===== src/rtl/zoom_2x_frame_controller.sv =====
// Frame sequencer around a 2x nearest-neighbour zoom core: raster-reads the source, starts the core, writes its 2x2 block.
// Latency: 4 cycles of overhead per source pixel plus core time; writes are registered (+1 cycle). No backpressure is applied to the core.
module zoom_2x_frame_controller #(
    parameter int SRC_W  = 160,
    parameter int SRC_H  = 120,
    parameter int SRC_AW = 15,
    parameter int DST_AW = 17
) (
    input  logic              clk,
    input  logic              reset,
    input  logic              start,
    output logic              busy,
    output logic              frame_done,
    output logic              err,
    output logic [SRC_AW-1:0] src_rd_addr,
    input  logic [7:0]        src_rd_data,
    output logic              zoom_start,
    output logic [7:0]        zoom_pixel_in,
    input  logic [7:0]        zoom_pixel_out,
    input  logic              zoom_pixel_valid,
    input  logic [1:0]        zoom_pixel_count,
    input  logic              zoom_done,
    output logic              dst_wr_en,
    output logic [DST_AW-1:0] dst_wr_addr,
    output logic [7:0]        dst_wr_data
);

    localparam int XW = $clog2(SRC_W + 1);
    localparam int YW = $clog2(SRC_H + 1);
    localparam logic [DST_AW-1:0] DST_ROW = DST_AW'(2 * SRC_W);

    typedef enum logic [2:0] {
        S_IDLE,
        S_RD,
        S_WAIT,
        S_GO,
        S_COLLECT,
        S_NEXT,
        S_FIN
    } state_t;

    state_t            state;
    state_t            state_nx;
    logic [XW-1:0]     x;
    logic [YW-1:0]     y;
    logic [2:0]        wr_cnt;
    logic [SRC_AW-1:0] rd_addr;
    logic              x_last;
    logic              last_px;
    logic [DST_AW-1:0] blk_base;
    logic [DST_AW-1:0] pix_addr;

    assign x_last  = (x == XW'(SRC_W - 1));
    assign last_px = x_last && (y == YW'(SRC_H - 1));

    // Top-left of the 2x2 destination block: row 2y, column 2x.
    assign blk_base = ((DST_AW'(y) * DST_ROW) << 1) + (DST_AW'(x) << 1);
    assign pix_addr = blk_base
                    + (zoom_pixel_count[1] ? DST_ROW : '0)
                    + DST_AW'(zoom_pixel_count[0]);

    assign busy        = (state != S_IDLE) && (state != S_FIN);
    assign frame_done  = (state == S_FIN);
    assign zoom_start  = (state == S_GO);
    assign src_rd_addr = rd_addr;

    always_comb begin
        state_nx = state;
        case (state)
            S_IDLE:    if (start) state_nx = S_RD;
            S_RD:      state_nx = S_WAIT;
            S_WAIT:    state_nx = S_GO;
            S_GO:      state_nx = S_COLLECT;
            S_COLLECT: if (zoom_done) state_nx = S_NEXT;
            S_NEXT:    state_nx = last_px ? S_FIN : S_RD;
            S_FIN:     state_nx = S_IDLE;
            default:   state_nx = S_IDLE;
        endcase
    end

    always_ff @(posedge clk) begin
        if (reset) begin
            state         <= S_IDLE;
            x             <= '0;
            y             <= '0;
            wr_cnt        <= '0;
            rd_addr       <= '0;
            zoom_pixel_in <= '0;
            err           <= 1'b0;
            dst_wr_en     <= 1'b0;
            dst_wr_addr   <= '0;
            dst_wr_data   <= '0;
        end else begin
            state     <= state_nx;
            dst_wr_en <= 1'b0;
            case (state)
                S_IDLE: begin
                    if (start) begin
                        err     <= 1'b0;
                        x       <= '0;
                        y       <= '0;
                        rd_addr <= '0;
                    end
                end
                S_WAIT: zoom_pixel_in <= src_rd_data;
                S_GO:   wr_cnt <= '0;
                S_COLLECT: begin
                    if (zoom_pixel_valid) begin
                        dst_wr_en   <= 1'b1;
                        dst_wr_addr <= pix_addr;
                        dst_wr_data <= zoom_pixel_out;
                        wr_cnt      <= wr_cnt + 3'd1;
                    end
                    // A pixel landing with done still counts toward the block total.
                    if (zoom_done && ((wr_cnt + 3'(zoom_pixel_valid)) != 3'd4))
                        err <= 1'b1;
                end
                S_NEXT: begin
                    rd_addr <= rd_addr + 1'b1;
                    if (x_last) begin
                        x <= '0;
                        y <= y + 1'b1;
                    end else begin
                        x <= x + 1'b1;
                    end
                end
                default: ;
            endcase
        end
    end

endmodule


===== config.mk =====
export PLATFORM = sky130hd
export DESIGN_NAME = zoom_2x_frame_controller
export DESIGN_NICKNAME = d
export VERILOG_FILES = /design/src/rtl/zoom_2x_frame_controller.sv
export SDC_FILE = /design/constraint.sdc
export NUM_CORES = 1
export LEC_CHECK = 0
export CORE_UTILIZATION = 30
export CTS_CLUSTER_DIAMETER = 40
export CTS_CLUSTER_SIZE = 10
export DETAILED_ROUTE_END_ITERATION = 8
export GPL_TIMING_DRIVEN = 0
export HOLD_SLACK_MARGIN = 0.03
export SLEW_MARGIN = 10
export SYNTH_ARGS = -nofsm -noshare
export SYNTH_HDL_FRONTEND = slang
export SYNTH_SLANG_ARGS = --single-unit

===== constraint.sdc =====
create_clock -name clk -period 5.3 [get_ports clk]
set_input_delay 0.53 -clock clk [delete_from_list [all_inputs] [get_ports clk]]
set_output_delay 0.53 -clock clk [all_outputs]
set_load 0.02 [all_outputs]

==> run_results.csv <==
group,metric,value,unit
global_routing,grt_overflow,0,
timing,setup_tns,0,ns
global_routing,first_pass_grt_wire_length,15300,um
floorplan,floorplan.core_area,11500,um^2
job,max_cap_violations,0,
global_routing,grt_use_total,15.4,%
floorplan,die_width,111,um
yosys,post-synth-top-area-fraction,40.2,%
yosys,synth.yosys.seq_area_share,40.2,%
detailed_routing,vias_per_cell,4.98,
timing,finalCritPeriodShare,52.3,%
worst_setup_path,cp-startpoint,"state[0]",
clock_network,root_buffer,"clkbuf_16",
timing,setup_viol,0,
yosys,synth_simple_gate_area_share,24.9,%
global_routing,number_of_antenna_violations_at_the_first_check_in_global_routing,0,
clock_network,cts-htree-levels,3,
placed_design,dp_hpwl,6650,um
yosys,synth_mux_area_share,3.79,%
detailed_routing,detail_route.wirelength,8990,um
layout,final_cell_area,4770,um^2
clock_network,clk-insertion-delay-late,0.34,ns
worst_setup_path,startpoint_of_the_most_critical_register_to_register_path,"y[1]",
worst_setup_path,crit_type,"flip-flop to output pin",
layout,final_common_cell,"clkdlybuf4s50_1",
global_routing,grt_start_max_net_pins,13,
power,power_density,267,nW/um^2
detailed_routing,wl_per_cell,13.8,um
clock_network,number_of_sinks_handled_by_clock_tree_synthesis,71,
clock_network,cts_buffers,9,
detailed_routing,first_pass_iteration_count_of_the_detailed_router,4,
yosys,synthesized_area,3530,um^2
worst_setup_path,crit_path_end_kind,"output pin",
floorplan,die-area,12200,um^2
timing,finalCriticalPeriod,2.77,ns
layout,layout_common_cells,"clkdlybuf4s50_1, dfxtp_1, nand2_1",
clock_network,clock_path_buffers,2,
power,total_power,0.00127,W
floorplan,std_cell_rows,39,
placed_design,placedInstanceArea,4460,um^2
detailed_routing,ant_nets,0,
layout,post_route_cells_drive_above_1_share,7.10,%
detailed_routing,drc_errors,0,
worst_setup_path,cp-start-kind,"flip-flop",
worst_setup_path,crit_fanout,10,
timing,rsz0062_at_grt,"false",
yosys,ys_async_sr_fraction,0,%
yosys,share_of_the_synthesized_area_in_compound_gates_ao_oa_aoi_oai,15.4,%
floorplan,die_height,111,um
status,status,"complete, no violations",
global_routing,first_global_vias,3171,
timing,maximum_clock_rate,361,MHz
timing,worstMarginPinSlew,0.633,ns
detailed_routing,drt_iter0_drc,134,
worst_setup_path,data_arrival_time_of_the_critical_path,2.24,ns
detailed_routing,vias,3237,
yosys,synth_adder_area_share,9.13,%
clock_network,cts_tree,"done",
yosys,synth-xor-area-share,3.47,%
timing,hold_violations,0,
hold_path,holdCritPathClass,"flip-flop to flip-flop",
yosys,ys_top_cells_by_area,"dfxtp_1, ha_1, nand2_1",
power,irDropWorstVdd,145,uV
layout,antenna-diode-count,0,
placed_design,buffer_ports.inserted,75,
worst_setup_path,critPathRequiredTime,4.77,ns
placed_design,finalWeightedCongestion,0.773,
yosys,synth_largest_area_cell,"dfxtp_1",
yosys,synth_top_flop_cell,"dfxtp_1",
yosys,post_synth.cell_area_avg,8.50,um^2
floorplan,pin_count,76,
timing,finalClockSkew,0.00835,ns
yosys,synth_edf_count,0,
yosys,synth_seq_cells,71,
yosys,synthesis.instances,416,
clock_network,cts_post_setup_buffers_inserted,0,
yosys,ys_warnings,0,
layout,area.growth.synth_to_final,35.1,%
layout,num-nets-final,549,
clock_network,postCtsResizedCells,0,
hold_path,min_from,"dst_wr_data[5]",
yosys,main_combinational_cell_family_by_area_after_synthesis,"simple AND/OR/NAND/NOR gates",
timing,slew_headroom,57.8,%
clock_network,cts.reportedPaths.clkPinSlew,0.05,ns
timing,slew_violations,0,
floorplan,initial_utilization,30.8,%
power,cellLeakagePower,1.73,nW
yosys,mappedNetlistNets,463,
yosys,yosys.cell_types.count,51,
clock_network,cts_hold_buf,0,
-- power by group --
part | leakage [nW] | internal, W | switching (W)
sequential | 0.572 | 0.000541 | 0.00000633
clock | 0.145 | 0.000391 | 0.000225
combinational | 1.01 | 0.0000486 | 0.0000626
-- worst paths after layout --
check,end,slack (ns),cells past startpoint
setup / recovery,zoom_start,2.53,5
hold / removal,dst_wr_data[5],0.45,2
setup reg to reg,dst_wr_addr[15],2.73,8
hold reg to reg,dst_wr_data[5],0.45,2
-- flip-flops by register name, summed over array words and instances, names as in the netlist --
signal / flops
dst_wr_addr: 17
src_rd_addr: 15
dst_wr_data: 8
x: 8
zoom_pixel_in: 8
y: 7
state: 3
wr_cnt: 3
dst_wr_en: 1
err: 1
-- worst max-delay path, stage by stage, from the launching register on --
cell and delay, ns:
dfxtp_1 0.46, clkbuf_1 0.35, nand2_1 0.07, or2_2 0.31, inv_1 0.10, clkdlybuf4s50_1 0.62
-- routing by layer --
| layer | GRT usage [%] | wire [um] | part of all wire [%] |
|---|---|---|---|
| met1 | 19.5 | 4260 | 47 |
| met2 | 25.4 | 4250 | 47 |
| met3 | 3.46 | 328 | 3.6 |
| met4 | 5.51 | 156 | 1.7 |
| met5 | 0 | 0 | 0 |
-- stage by stage --
step           utilization (%)  hold slack [ns]  worst slack [ns]  instances
3_5_place_dp              38.9            0.448              2.21        634
6_report                  41.6            0.455              2.53        650
5_1_grt                   41.6            0.474              2.38        650
2_1_floorplan                -            0.458              2.95        416
3_3_place_gp              38.9            0.444              2.27        634
4_1_cts                   41.6            0.456              2.53        650
-- Yosys cell counts (6+ instances only) --
cell      number
a211oi_1       8
a21oi_1       41
buf_2          7
clkbuf_1      13
dfxtp_1       71
ha_1          21
inv_1          6
mux2i_1       10
nand2_1       63
nand3_1       10
nand4_1        6
nor2_1        51
nor3_1         7
nor3b_1        6
o21ai_0       14
xnor2_1       10
-- layout make-up --
| class | instances | area [um^2] |
|---|---|---|
| multi-input combinational | 318 | 2000 |
| sequential | 71 | 1420 |
| timing repair buffer | 75 | 751 |
| clock inverter | 4 | 53.8 |
| buffer | 21 | 87.6 |
| clock buffer | 12 | 256 |
| fill | 1137 | 6690 |
| tap | 143 | 179 |
| inverter | 6 | 22.5 |
-- cell families (layout without fill, tap and decap cells) --
family / Yosys count / in the layout
AO/OA/AOI/OAI: 87 / 87
XOR/XNOR: 14 / 14
adder cells (fa/ha/maj): 24 / 24
buffers and inverters: 27 / 118
flip-flops: 71 / 71
multiplexers: 13 / 13
AND/OR/NAND/NOR: 180 / 180
Power figures use the tool's default switching activity.
